### src/rtl/rng_share_ctrl_if.sv
// rtl/rng_share_ctrl_if.sv - request/grant/word bundle for the shared RNG server
//
// Ports (slave view, i.e. the server side):
//   req       in  N   level request lines, one per consumer
//   seed_load in  1   load seed into the generator (only acted on while idle)
//   seed      in  26  seed value, seed[i-1] -> state bit s[i]
//   gnt       out N   one-hot grant, only alongside valid
//   valid     out 1   one-cycle word strobe
//   data      out W   random word, data[i] = s[i+1]
//   busy      out 1   a transaction is in flight
`timescale 1ns/1ps
interface rng_share_ctrl_if #(
  parameter int N = 4,
  parameter int W = 16
);
  logic [N-1:0]  req;
  logic          seed_load;
  logic [25:0]   seed;
  logic [N-1:0]  gnt;
  logic          valid;
  logic [W-1:0]  data;
  logic          busy;

  modport master (
    output req, seed_load, seed,
    input  gnt, valid, data, busy
  );

  modport slave (
    input  req, seed_load, seed,
    output gnt, valid, data, busy
  );
endinterface

### src/rtl/rng_share_ctrl.sv
// rtl/rng_share_ctrl.sv - round-robin server for a shared 26-bit Galois LFSR
//
// Ports:
//   clk    in   rising-edge clock
//   rst_n  in   asynchronous active-low reset
//   bus    slave modport of rng_share_ctrl_if (req/seed_load/seed in,
//          gnt/valid/data/busy out)
//
// Each accepted request advances the generator STEPS times and then presents
// one W-bit word for a single cycle together with the requester's grant.
`timescale 1ns/1ps
module rng_share_ctrl #(
  parameter int N     = 4,
  parameter int W     = 16,
  parameter int STEPS = 8
) (
  input  logic             clk,
  input  logic             rst_n,
  rng_share_ctrl_if.slave  bus
);

  localparam int PW = (N > 1) ? $clog2(N) : 1;

  typedef enum logic [1:0] {
    ST_IDLE = 2'd0,
    ST_RUN  = 2'd1,
    ST_OUT  = 2'd2
  } state_e;

  state_e          state_q, state_d;
  logic [25:0]     s_q, s_d;
  logic [PW-1:0]   ptr_q, ptr_d;
  logic [PW-1:0]   win_q, win_d;
  logic [7:0]      cnt_q, cnt_d;
  logic            valid_q, valid_d;
  logic [N-1:0]    gnt_q, gnt_d;

  logic [25:0]     s_step;
  logic [PW-1:0]   rr_win;
  logic            rr_any;
  int              rr_idx;

  // Stored bit k holds s[k+1]. Feedback from s26 is folded into s1, s2,
  // s8 and s9; everything else shifts up by one.
  always_comb begin
    s_step        = '0;
    s_step[0]     = s_q[25];
    s_step[1]     = s_q[0] ^ s_q[25];
    s_step[6:2]   = s_q[5:1];
    s_step[7]     = s_q[6] ^ s_q[25];
    s_step[8]     = s_q[7] ^ s_q[25];
    s_step[25:9]  = s_q[24:8];
  end

  // Round-robin pick: walk offsets from the far end down to ptr itself so
  // the requester closest to ptr (wrapping upward) is the last one written.
  always_comb begin
    rr_win = ptr_q;
    rr_any = 1'b0;
    rr_idx = 0;
    for (int k = N - 1; k >= 0; k--) begin
      rr_idx = int'(ptr_q) + k;
      if (rr_idx >= N) rr_idx = rr_idx - N;
      if (bus.req[rr_idx[PW-1:0]]) begin
        rr_win = rr_idx[PW-1:0];
        rr_any = 1'b1;
      end
    end
  end

  always_comb begin
    state_d = state_q;
    s_d     = s_q;
    ptr_d   = ptr_q;
    win_d   = win_q;
    cnt_d   = cnt_q;
    valid_d = 1'b0;
    gnt_d   = '0;
    case (state_q)
      ST_IDLE: begin
        // Seed wins over a same-cycle request; the request is looked at
        // again next cycle against the freshly loaded state.
        if (bus.seed_load) begin
          s_d = (bus.seed == 26'd0) ? 26'h1 : bus.seed;
        end else if (rr_any) begin
          win_d   = rr_win;
          cnt_d   = 8'(STEPS);
          state_d = ST_RUN;
        end
      end
      ST_RUN: begin
        s_d   = s_step;
        cnt_d = cnt_q - 8'd1;
        if (cnt_q == 8'd1) begin
          state_d = ST_OUT;
          valid_d = 1'b1;
          gnt_d   = {{(N-1){1'b0}}, 1'b1} << win_q;
        end
      end
      ST_OUT: begin
        ptr_d   = (win_q == PW'(N - 1)) ? '0 : win_q + PW'(1);
        state_d = ST_IDLE;
      end
      default: begin
        state_d = ST_IDLE;
      end
    endcase
  end

  always_ff @(posedge clk or negedge rst_n) begin
    if (!rst_n) begin
      state_q <= ST_IDLE;
      s_q     <= 26'h1;
      ptr_q   <= '0;
      win_q   <= '0;
      cnt_q   <= '0;
      valid_q <= 1'b0;
      gnt_q   <= '0;
    end else begin
      state_q <= state_d;
      s_q     <= s_d;
      ptr_q   <= ptr_d;
      win_q   <= win_d;
      cnt_q   <= cnt_d;
      valid_q <= valid_d;
      gnt_q   <= gnt_d;
    end
  end

  assign bus.valid = valid_q;
  assign bus.gnt   = gnt_q;
  assign bus.data  = s_q[W-1:0];
  assign bus.busy  = (state_q != ST_IDLE);

endmodule

### src/flat_wrapper.sv
// flat-port wrapper written by rule: the top's interface ports become plain ports
module rng_share_ctrl_flat 
#(
  parameter int N     = 4,
  parameter int W     = 16,
  parameter int STEPS = 8
)
  (clk, rst_n, bus_req, bus_seed_load, bus_seed, bus_gnt, bus_valid, bus_data, bus_busy);
  rng_share_ctrl_if #(.N(N), .W(W)) bus_i ();
  input  logic clk;
  input  logic rst_n;
  input wire logic [$bits(bus_i.req)-1:0] bus_req;
  input wire logic [$bits(bus_i.seed_load)-1:0] bus_seed_load;
  input wire logic [$bits(bus_i.seed)-1:0] bus_seed;
  output wire logic [$bits(bus_i.gnt)-1:0] bus_gnt;
  output wire logic [$bits(bus_i.valid)-1:0] bus_valid;
  output wire logic [$bits(bus_i.data)-1:0] bus_data;
  output wire logic [$bits(bus_i.busy)-1:0] bus_busy;
  assign bus_i.req = bus_req;
  assign bus_i.seed_load = bus_seed_load;
  assign bus_i.seed = bus_seed;
  assign bus_gnt = bus_i.gnt;
  assign bus_valid = bus_i.valid;
  assign bus_data = bus_i.data;
  assign bus_busy = bus_i.busy;
  rng_share_ctrl #(.N(N), .W(W), .STEPS(STEPS)) u_core (.clk(clk), .rst_n(rst_n), .bus(bus_i));
endmodule
### config.mk
export PLATFORM = sky130hd
export DESIGN_NAME = rng_share_ctrl_flat
export DESIGN_NICKNAME = d
export VERILOG_FILES = /design/src/rtl/rng_share_ctrl_if.sv /design/src/rtl/rng_share_ctrl.sv /design/src/flat_wrapper.sv
export SDC_FILE = /design/constraint.sdc
export NUM_CORES = 1
export LEC_CHECK = 0
export CORE_MARGIN = 5
export CORE_UTILIZATION = 45
export DETAILED_ROUTE_END_ITERATION = 10
export GPL_TIMING_DRIVEN = 0
export PLACE_DENSITY = 0.76
export SYNTH_ARGS = -nofsm -noshare
export SYNTH_HDL_FRONTEND = slang
export SYNTH_SLANG_ARGS = --single-unit
### constraint.sdc
create_clock -name clk -period 1.6 [get_ports clk]
set_input_delay 0.16 -clock clk [delete_from_list [all_inputs] [get_ports clk]]
set_output_delay 0.16 -clock clk [all_outputs]
set_load 0.02 [all_outputs]
======== Word-level counts from Yosys, hierarchy flattened ========
Cells that the tools add are included.
operators by class
  add/subtract/negate cells ............... 9
  reduce and logical (&&, ||, !) cells .... 8
  bitwise gates (word level) .............. 4
  muxes and demuxes ....................... 35
  $lt $le $gt $ge ......................... 8
  shift-type cells ........................ 1
  eq/ne operators ......................... 8
operators by type and width
  kind                   count
  $mux W26               2
  $pmux W26 S2           1
  $logic_not A26 Y1      1
  $mux W2                12
  $mux W8                2
  $pmux W8 S2            1
  $lt A2 B3 Y1 const B   4
  $mux W1                10
  $ge A3 B3 Y1 const B   3
  $reduce_and A3 Y1      3
  $bmux W1 S2            4
  $eq A8 B1 Y1 const B   1
  $mux W4                2
  $sub A2 B1 Y2 const B  4
  $sub A8 B1 Y8 const B  1
  $add A2 B2 Y3 const B  2
  $eq A2 B2 Y1 const B   2
  $ne A2 B1 Y1 const B   2
  $ne A2 B2 Y1 const B   2
  $pmux W2 S2            1
  $reduce_bool A2 Y1     2
  $shl A1 B2 Y4 const A  1
  $add A2 B1 Y3 const B  1
  $ge A2 B3 Y1 const B   1
  6 further kinds        8
storage, ports and cells
  register bits after elaboration ......... 45
  output and inout bits ................... 22

======== Logic depth before layout (Yosys ltp) ========
Gate-level depths: netlist (run 1).
  depth in word-level cells ............... 12
  mapped depth ............................ 6
  depth with buffers taken out ............ 6

======== Worst setup path before layout (run 1) ========
OpenSTA, ideal clock, no wires.
  path type ............................... reg2reg
  start point ............................. register u_core.state_q[0]
  end point ............................... register u_core.cnt_q[3]
  buffers on the path ..................... 0
  clock period less this slack ............ 1541 ps
  path slack .............................. 59 ps
  cell stages (with the launch flop) ...... 5
  library setup time ...................... 76 ps
  arrival time ............................ 1465 ps
  cell sequence ........................... dfrtp_1 or4_4 o211a_4 and3_4 o21ai_1
on the way
  word-level cells in the longest chain between the ends .. 3
  elaborated cells between the ends (all ways) .. 7
  those cells by class .................... eq/ne: 3; mux: 1; reduce/logical: 3
ends and longest elaborated chain
  item                                                  RTL line               text
  from (decl)                                           rng_share_ctrl.sv:30   state_e state_q, state_d;
  from (signal assigned)                                rng_share_ctrl.sv:120  state_q <= state_d;
  $eq A2 B1 Y1 or $logic_not A2 Y1 (tied branches)      rng_share_ctrl.sv:79   case (state_q)
  $reduce_bool A2 Y1 (no line) (tied with other cells)  -
  $reduce_and A3 Y1 (no line)                           -
  to (signal assigned)                                  rng_share_ctrl.sv:124  cnt_q <= cnt_d;
  to (decl)                                             rng_share_ctrl.sv:34   logic [7:0] cnt_q, cnt_d;
Several ways; a longest one is shown, not always the timed one.
A chain may end at the register's enable or synchronous reset.

======== Final worst setup path (run 1) ========
  start point ............................. register u_core.state_q[1]
  end point ............................... output bus_busy
on the way
  word-level cells in the longest chain between the ends .. 1
ends and longest elaborated chain
  item                RTL line               text
  $reduce_bool A2 Y1  rng_share_ctrl.sv:133  assign bus.busy = (state_q != ST_IDLE);
  to (decl)           flat_wrapper.sv:18     output wire logic [$bits(bus_i.busy)-1:0] bus_busy;
Every way passes these cells.

==> results of run 1 <==
## synth_stat cells, types with 2 or more instances
master / count
nand2_1: 53
dfrtp_1: 44
a22oi_1: 20
buf_4: 16
o21ai_0: 12
a21oi_1: 8
inv_1: 8
nor4_1: 8
clkbuf_1: 7
ha_1: 6
mux2i_1: 5
and2_1: 4
nand2b_1: 3
nand3_1: 3
nor2_1: 3
nor3_1: 3
o22ai_1: 3
or3_1: 3
xor2_1: 3
nand4_1: 2
nor2b_1: 2
nor3_2: 2
o21ai_1: 2
o21bai_1: 2
## registers in the layout, summed over array words and instances, names as in the netlist
name	flops
u_core.state_q	2
u_core.bus.gnt	4
u_core.win_q	2
u_core.ptr_q	2
u_core.bus.valid	1
u_core.s_q	26
u_core.cnt_q	8
## cell families (layout without fill, tap and decap cells)
| family | count (synthesis) | in the layout | share of synthesized area (%) |
|---|---|---|---|
| adders and majority gates | 6 | 6 | 3.28 |
| muxes | 6 | 6 | 2.68 |
| AOI/OAI and AO/OA | 53 | 53 | 15.5 |
| and+or+nand+nor | 93 | 93 | 20.1 |
| buffers and inverters | 33 | 110 | 8.09 |
| xor gates and xnor gates | 3 | 3 | 1.15 |
| DFF | 45 | 45 | 49.2 |
## final timing paths
kind / slack (ns) / start / to / cells after the start
hold / removal: 0.32 / bus_req[3] / u_core.win_q[1] / 3
setup reg to reg: 0.06 / u_core.state_q[1] / u_core.win_q[0] / 4
hold reg to reg: 0.49 / u_core.s_q[19] / u_core.s_q[19] / 2
setup / recovery: 0.04 / u_core.state_q[1] / bus_busy / 2
max in group asynchronous: 0.72 / rst_n / u_core.state_q[1] / 3
min in group asynchronous: 0.36 / rst_n / u_core.s_q[2] / 2
## cell type report
type	count	area share (%)
Buffer	25	5.16
Clock buffer	7	2.65
Clock inverter	1	0.923
Inverter	8	0.923
Multi-Input combinational cell	161	32.0
Sequential cell	45	34.7
Tap cell	70	2.69
Timing Repair Buffer	69	20.9
## stage by stage
stage	setup TNS (ns)	power (mW)	cell area [µm²]	std cells	utilization [%]
after floorplan	0	3.90	2290	239	-
after global placement	-43.33	4.76	2920	363	58.2
after detailed placement	-5.93	4.89	2930	364	58.5
after CTS	-0.00153	6.00	3140	379	62.7
after global routing	-0.00326	6.57	3250	386	64.9
final	0	6.10	3250	386	64.9
## where the power goes
group	internal (mW)	switching, mW	leakage [nW]	total (mW)
logic	1.59	1.50	0.889	3.09
registers	1.66	0.459	0.555	2.12
clock network	0.509	0.377	0.0585	0.887
## tightest hold or removal path, delay by kind of cell
kind / cells / cell delay [ns]
and+or+nand+nor: 1 / 0.09
AOI/OAI and AO/OA: 1 / 0.12
buffers and inverters: 1 / 0.19
## routing by layer
metal | wire (µm) | GRT usage [%] | up-vias
met5 | 0 | 0 | -
met4 | 144 | 9.46 | 0
met3 | 293 | 3.44 | 15
met2 | 2880 | 30.9 | 56
met1 | 2580 | 23.5 | 951
li1 | - | - | 977
## repair_timing
item / CTS / global route
pin swaps: 3 / 3
hold buffers: 1 / 0
resized for setup: 12 / 26
hold endpoints to repair: 17 / 0
setup endpoints to repair: 25 / 44
setup buffers: 6 / 7
==> metrics.txt, run 1 <==
CTS tree=yes; total track usage=18.8%; Worst EP required=1.44 ns; Clk Latency, worst-skew pair=0.30 ns; CP Capture Type=output pin; worst hold path type=primary input to register; vias in the first global route=1979; Die X-Extent=81.3 µm; first-pass GRT wire length=9.48 mm; Clock Path Buffers=2; Layout Area Growth over Synthesis=42.0%; IO Port Bufs=54; area leader, netlist=dfrtp_1; nature of the critical path startpoint=register; dpl ws=-0.275 ns; clock root buffer=clkbuf_8; Final Slew Violations=0; Final Hold Vio Count=0; diode count=0; maximum VDD drop=707 µV; Clock Skew=0.00785 ns; ys async rst share=100%; Core ar.=0.00501 mm²; Vias/cell=5.18; power per cell area=1880 mW/mm²; Worst Path Arrival=1.40 ns; Setup CP Type=register to output pin; Starting Density=45.7%; HPWL Detailed=4.21 mm; H-tree Lvls=2; GRT overflow=0; Period Utilization, post-route=97.6%; Reg clk slew, reported paths=0.07 ns; final WL=5.90 mm; Final ANT Viol Nets=0; Initial DRC Count=86; post-synth top area share=48.1%; Worst path max stage delay=0.46 ns; commonest non-fill, non-tap cell in the layout=nand2_1; share of cells above drive strength 1=20.6%; syn_area_per_cell=9.58 µm²; largest net degree at the start of global routing=28; Final Wtd Congestion=0.828; Remaining DRCs=0; WP buf/inv=1; final net count=354; Critical Path, Cell by Cell=or2_2 > clkdlybuf4s15_1; DRT Pass-1 Iters=4; Yosys reg bits=45; max-cap violations=0; area of the die=0.00661 mm²; minimum clock period=1.56 ns; syn_nets=278; slowest CP cell=dfrtp_2; CP Max Fanout=6; Fillers=423; Syn Inst Count=239; per-cell routed wire length=15.3 µm; CTS Buf Count=5; setup slack after layout=0.0382 ns; initial antenna violation count=0; # IOs=55; Synth cell types=41; # rows=26; via count=1999; die height=81.3 µm; Max-slew headroom=68.6%; ys flop type=dfrtp_1; P_leak=1.50 nW; commonest cells after routing, fill and taps aside=nand2_1 (53), clkdlybuf4s50_1 (44), dfrtp_1 (42); Post-synth EDFFs=0; outcome=finished, final reports clean; Synth area leaders=dfrtp_1 (48%), nand2_1 (8.7%), a22oi_1 (6.6%); WHS=0.319 ns; sequential cell area=0.00113 mm²; Least-Margin Pin Slew=0.466 ns; Synth Warn #=0; Syn Std Cell Area=0.00229 mm²; setup violators final=0; Multi-input gate area=0.00104 mm²; cell family with most CP delay=flip-flops; clk sinks=45; register area share after synthesis=49.2%; top achievable clock speed=640 MHz
(Power assumes the default switching activity.)
==> run 2, diff against run 1 <==
ABC_AREA = 1   (was unset)
CORE_ASPECT_RATIO = 0.7   (was unset)
CORE_UTILIZATION = 46   (was 45)
==> run 2 against run 1 <==
  * Highest routed layer unchanged
  * Hold slack got worse by 0.048 ns
  * Cell count increased by 18%
  * Critical path type unchanged
  * Clock-buffer cell count unchanged
  * Largest power group is now registers
==> metrics.txt, run 2 <==
Least-Margin Pin Slew=0.439 ns (-0.0274 ns); clk sinks=45 (unchanged); Syn Std Cell Area=0.00258 mm² (+13%); die height=72.7 µm (-11%); global-route track usage on met3=4.78% (+1.3 points); final net count=422 (+19%); clock root buffer=clkbuf_8; max FFs per register=26 (unchanged); largest reg by FF count=u_core.s_q; Synth cell types=31 (-24%); worst hold path type=primary input to async pin; Synth Warn #=0 (unchanged); M2 GR Usage=29.2% (-1.8 points); WP buf/inv=2 (+1); Starting Density=48.4% (+2.7 points); Worst EP required=1.44 ns (about the same); cell family with most CP delay=buffers and inverters; Yosys reg bits=45 (unchanged); first-pass GRT wire length=10.3 mm (+8.6%); initial antenna violation count=0 (unchanged); Final Wtd Congestion=0.901 (+8.9%); RSZ-0062 raised after global routing=false; per-cell routed wire length=13.1 µm (-14%); maximum VDD drop=725 µV (+2.6%); Remaining DRCs=0 (unchanged); largest net degree at the start of global routing=35 (+25%); area leader, netlist=dfrtp_1; WHS=0.271 ns (-0.0479 ns); count leader, synth=nand2_1; vias in the first global route=2249 (+14%); ys flop type=dfrtp_1; GRT overflow=0 (unchanged); Die X-Extent=99.6 µm (+22%); Final Slew Violations=0 (unchanged); CP Max Fanout=3 (-3); slowest CP cell=clkdlybuf4s50_1; Clock Skew=0.00299 ns (-0.00487 ns); IO Port Bufs=54 (unchanged); Period Utilization, post-route=96.1% (-1.5 points); outcome=finished, final reports clean; # rows=22 (-15%); Tot Pwr=3.92 mW (-36%); P_leak=1.71 nW (+14%); CTS tree=yes; ys async rst share=100% (unchanged); CP Capture Type=output pin; syn_nets=357 (+28%); Clk Latency, worst-skew pair=0.30 ns (about the same); Synth area leaders=dfrtp_1 (43%), nand2_1 (8.7%), inv_1 (6.5%); Worst Path Arrival=1.38 ns (-0.02 ns); Reg clk slew, reported paths=0.08 ns (about the same); Worst path max stage delay=0.59 ns (+0.13 ns); power per cell area=1160 mW/mm² (-38%); nature of the critical path startpoint=register; syn_area_per_cell=8.13 µm² (-15%); Setup CP Type=register to output pin; register area share after synthesis=43.6% (-5.6 points); HPWL Detailed=4.61 mm (+9.6%); Synth top cells by count=nand2_1 (60), inv_1 (45), dfrtp_1 (44); DRT Pass-1 Iters=5 (+1); Final Hold Vio Count=0 (unchanged); Post-synth EDFFs=0 (unchanged); Core ar.=0.00534 mm² (+6.6%); setup violators final=0 (unchanged); Fillers=475 (+12%); max-cap violations=0 (unchanged); Vias/cell=4.97 (-4.1%); CTS Buf Count=5 (unchanged); Syn Inst Count=318 (+33%); top achievable clock speed=650 MHz (+1.6%); H-tree Lvls=2 (unchanged); area of the die=0.00724 mm² (+9.5%); Max-slew headroom=70.7% (+2.1 points); # IOs=55 (unchanged); met1 Use GR=22.9% (-0.55 points); minimum clock period=1.54 ns (-0.0242 ns); commonest non-fill, non-tap cell in the layout=nand2_1; GR peak layer=met2; Initial DRC Count=127 (+48%); Layout Area Growth over Synthesis=31.1%; diode count=0 (unchanged); Final ANT Viol Nets=0 (unchanged); total track usage=17.7% (-1.1 points); Critical Path, Cell by Cell=buf_4 > clkdlybuf4s50_1; Clock Path Buffers=2 (unchanged); post-synth top area share=42.6% (-5.5 points); final WL=5.98 mm (+1.5%); share of cells above drive strength 1=17.8% (-2.8 points); via count=2260 (+13%); commonest cells after routing, fill and taps aside=nand2_1 (57), inv_1 (45), dfrtp_1 (43)
==> run 2: cell types whose count changed in the layout (fill, tap and decap cells not counted), sizes merged, moves of 6 or more <==
cell	delta
nand2	+16
nor4	-6
inv	+41
nor2	+29
nand3	+23
a22oi	-6
==> run 2: logic make-up (layout without fill, tap and decap cells) <==
kind of cell,Yosys count,count (layout),share of synthesized area (%)
AND/OR/NAND/NOR,138,138,25.2
buffers and inverters,75,140,14.4
AO/OA/AOI/OAI,51,51,12.9
flip-flops,45,45,43.6
adder cells (fa/ha/maj),6,6,2.90
XOR/XNOR,3,3,1.02
==> run 2: worst paths after layout <==
check,from,to,slack (ns),cells after the start
max in group asynchronous,rst_n,u_core.s_q[0],0.80,3
worst max register to register,u_core.state_q[1],u_core.s_q[14],0.12,8
min in group clk,bus_seed[19],u_core.s_q[19],0.44,3
worst max-delay path,u_core.s_q[9],bus_data[9],0.06,2
worst min register to register,u_core.s_q[24],u_core.s_q[24],0.51,2
worst min-delay path,rst_n,u_core.bus.gnt[3],0.27,2
==> run 2: layout make-up <==
| cell class | count | area [µm²] | area share, % |
|---|---|---|---|
| Timing Repair Buffer | 58 | 603 | 17.8 |
| Clock buffer | 7 | 86.3 | 2.55 |
| Inverter | 49 | 186 | 5.50 |
| Multi-Input combinational cell | 198 | 1100 | 32.5 |
| Sequential cell | 45 | 1130 | 33.3 |
| Tap cell | 72 | 90.1 | 2.66 |
| Buffer | 26 | 193 | 5.69 |
==> run 2: worst register-to-register path, cell delays in order, from the launching register on <==
cell      delay, ns
dfrtp_1        0.42
nor2_1         0.14
inv_2          0.08
nor2_4         0.15
nor2_1         0.08
buf_4          0.19
buf_6          0.15
nand2_1        0.06
o221ai_1       0.10
==> run 2: metal layers <==
layer,up-vias,share of wire [%]
met5,-,0
met4,0,1.3
met3,9,5.7
met2,66,48
met1,1046,45
li1,1139,-
==> run 2: timing repair <==
action,4_1_cts,5_1_grt
hold endpoints to repair,11,0
hold buffers,1,0
pin swaps,0,1
resized for setup,3,19
buffers inserted,0,2
setup endpoints to repair,7,39
==> run 2: stage by stage <==
step / setup slack [ns] / util (%) / cell area, µm² / cells / TNS (ns)
final: 0.0624 / 63.4 / 3390 / 455 / 0
after global routing: 0.00185 / 63.4 / 3390 / 455 / 0
after CTS: 0.00536 / 62.3 / 3330 / 453 / 0
after detailed placement: -0.0851 / 60.5 / 3230 / 445 / -0.730
after global placement: -0.864 / 60.2 / 3220 / 444 / -38.89
after floorplan: 0.211 / - / 2580 / 318 / 0
==> run 2: power breakdown <==
group / switching (mW) / internal [mW]
sequential: 0.249 / 1.46
combinational: 0.648 / 0.859
clock: 0.369 / 0.343
total: 1.27 / 2.66
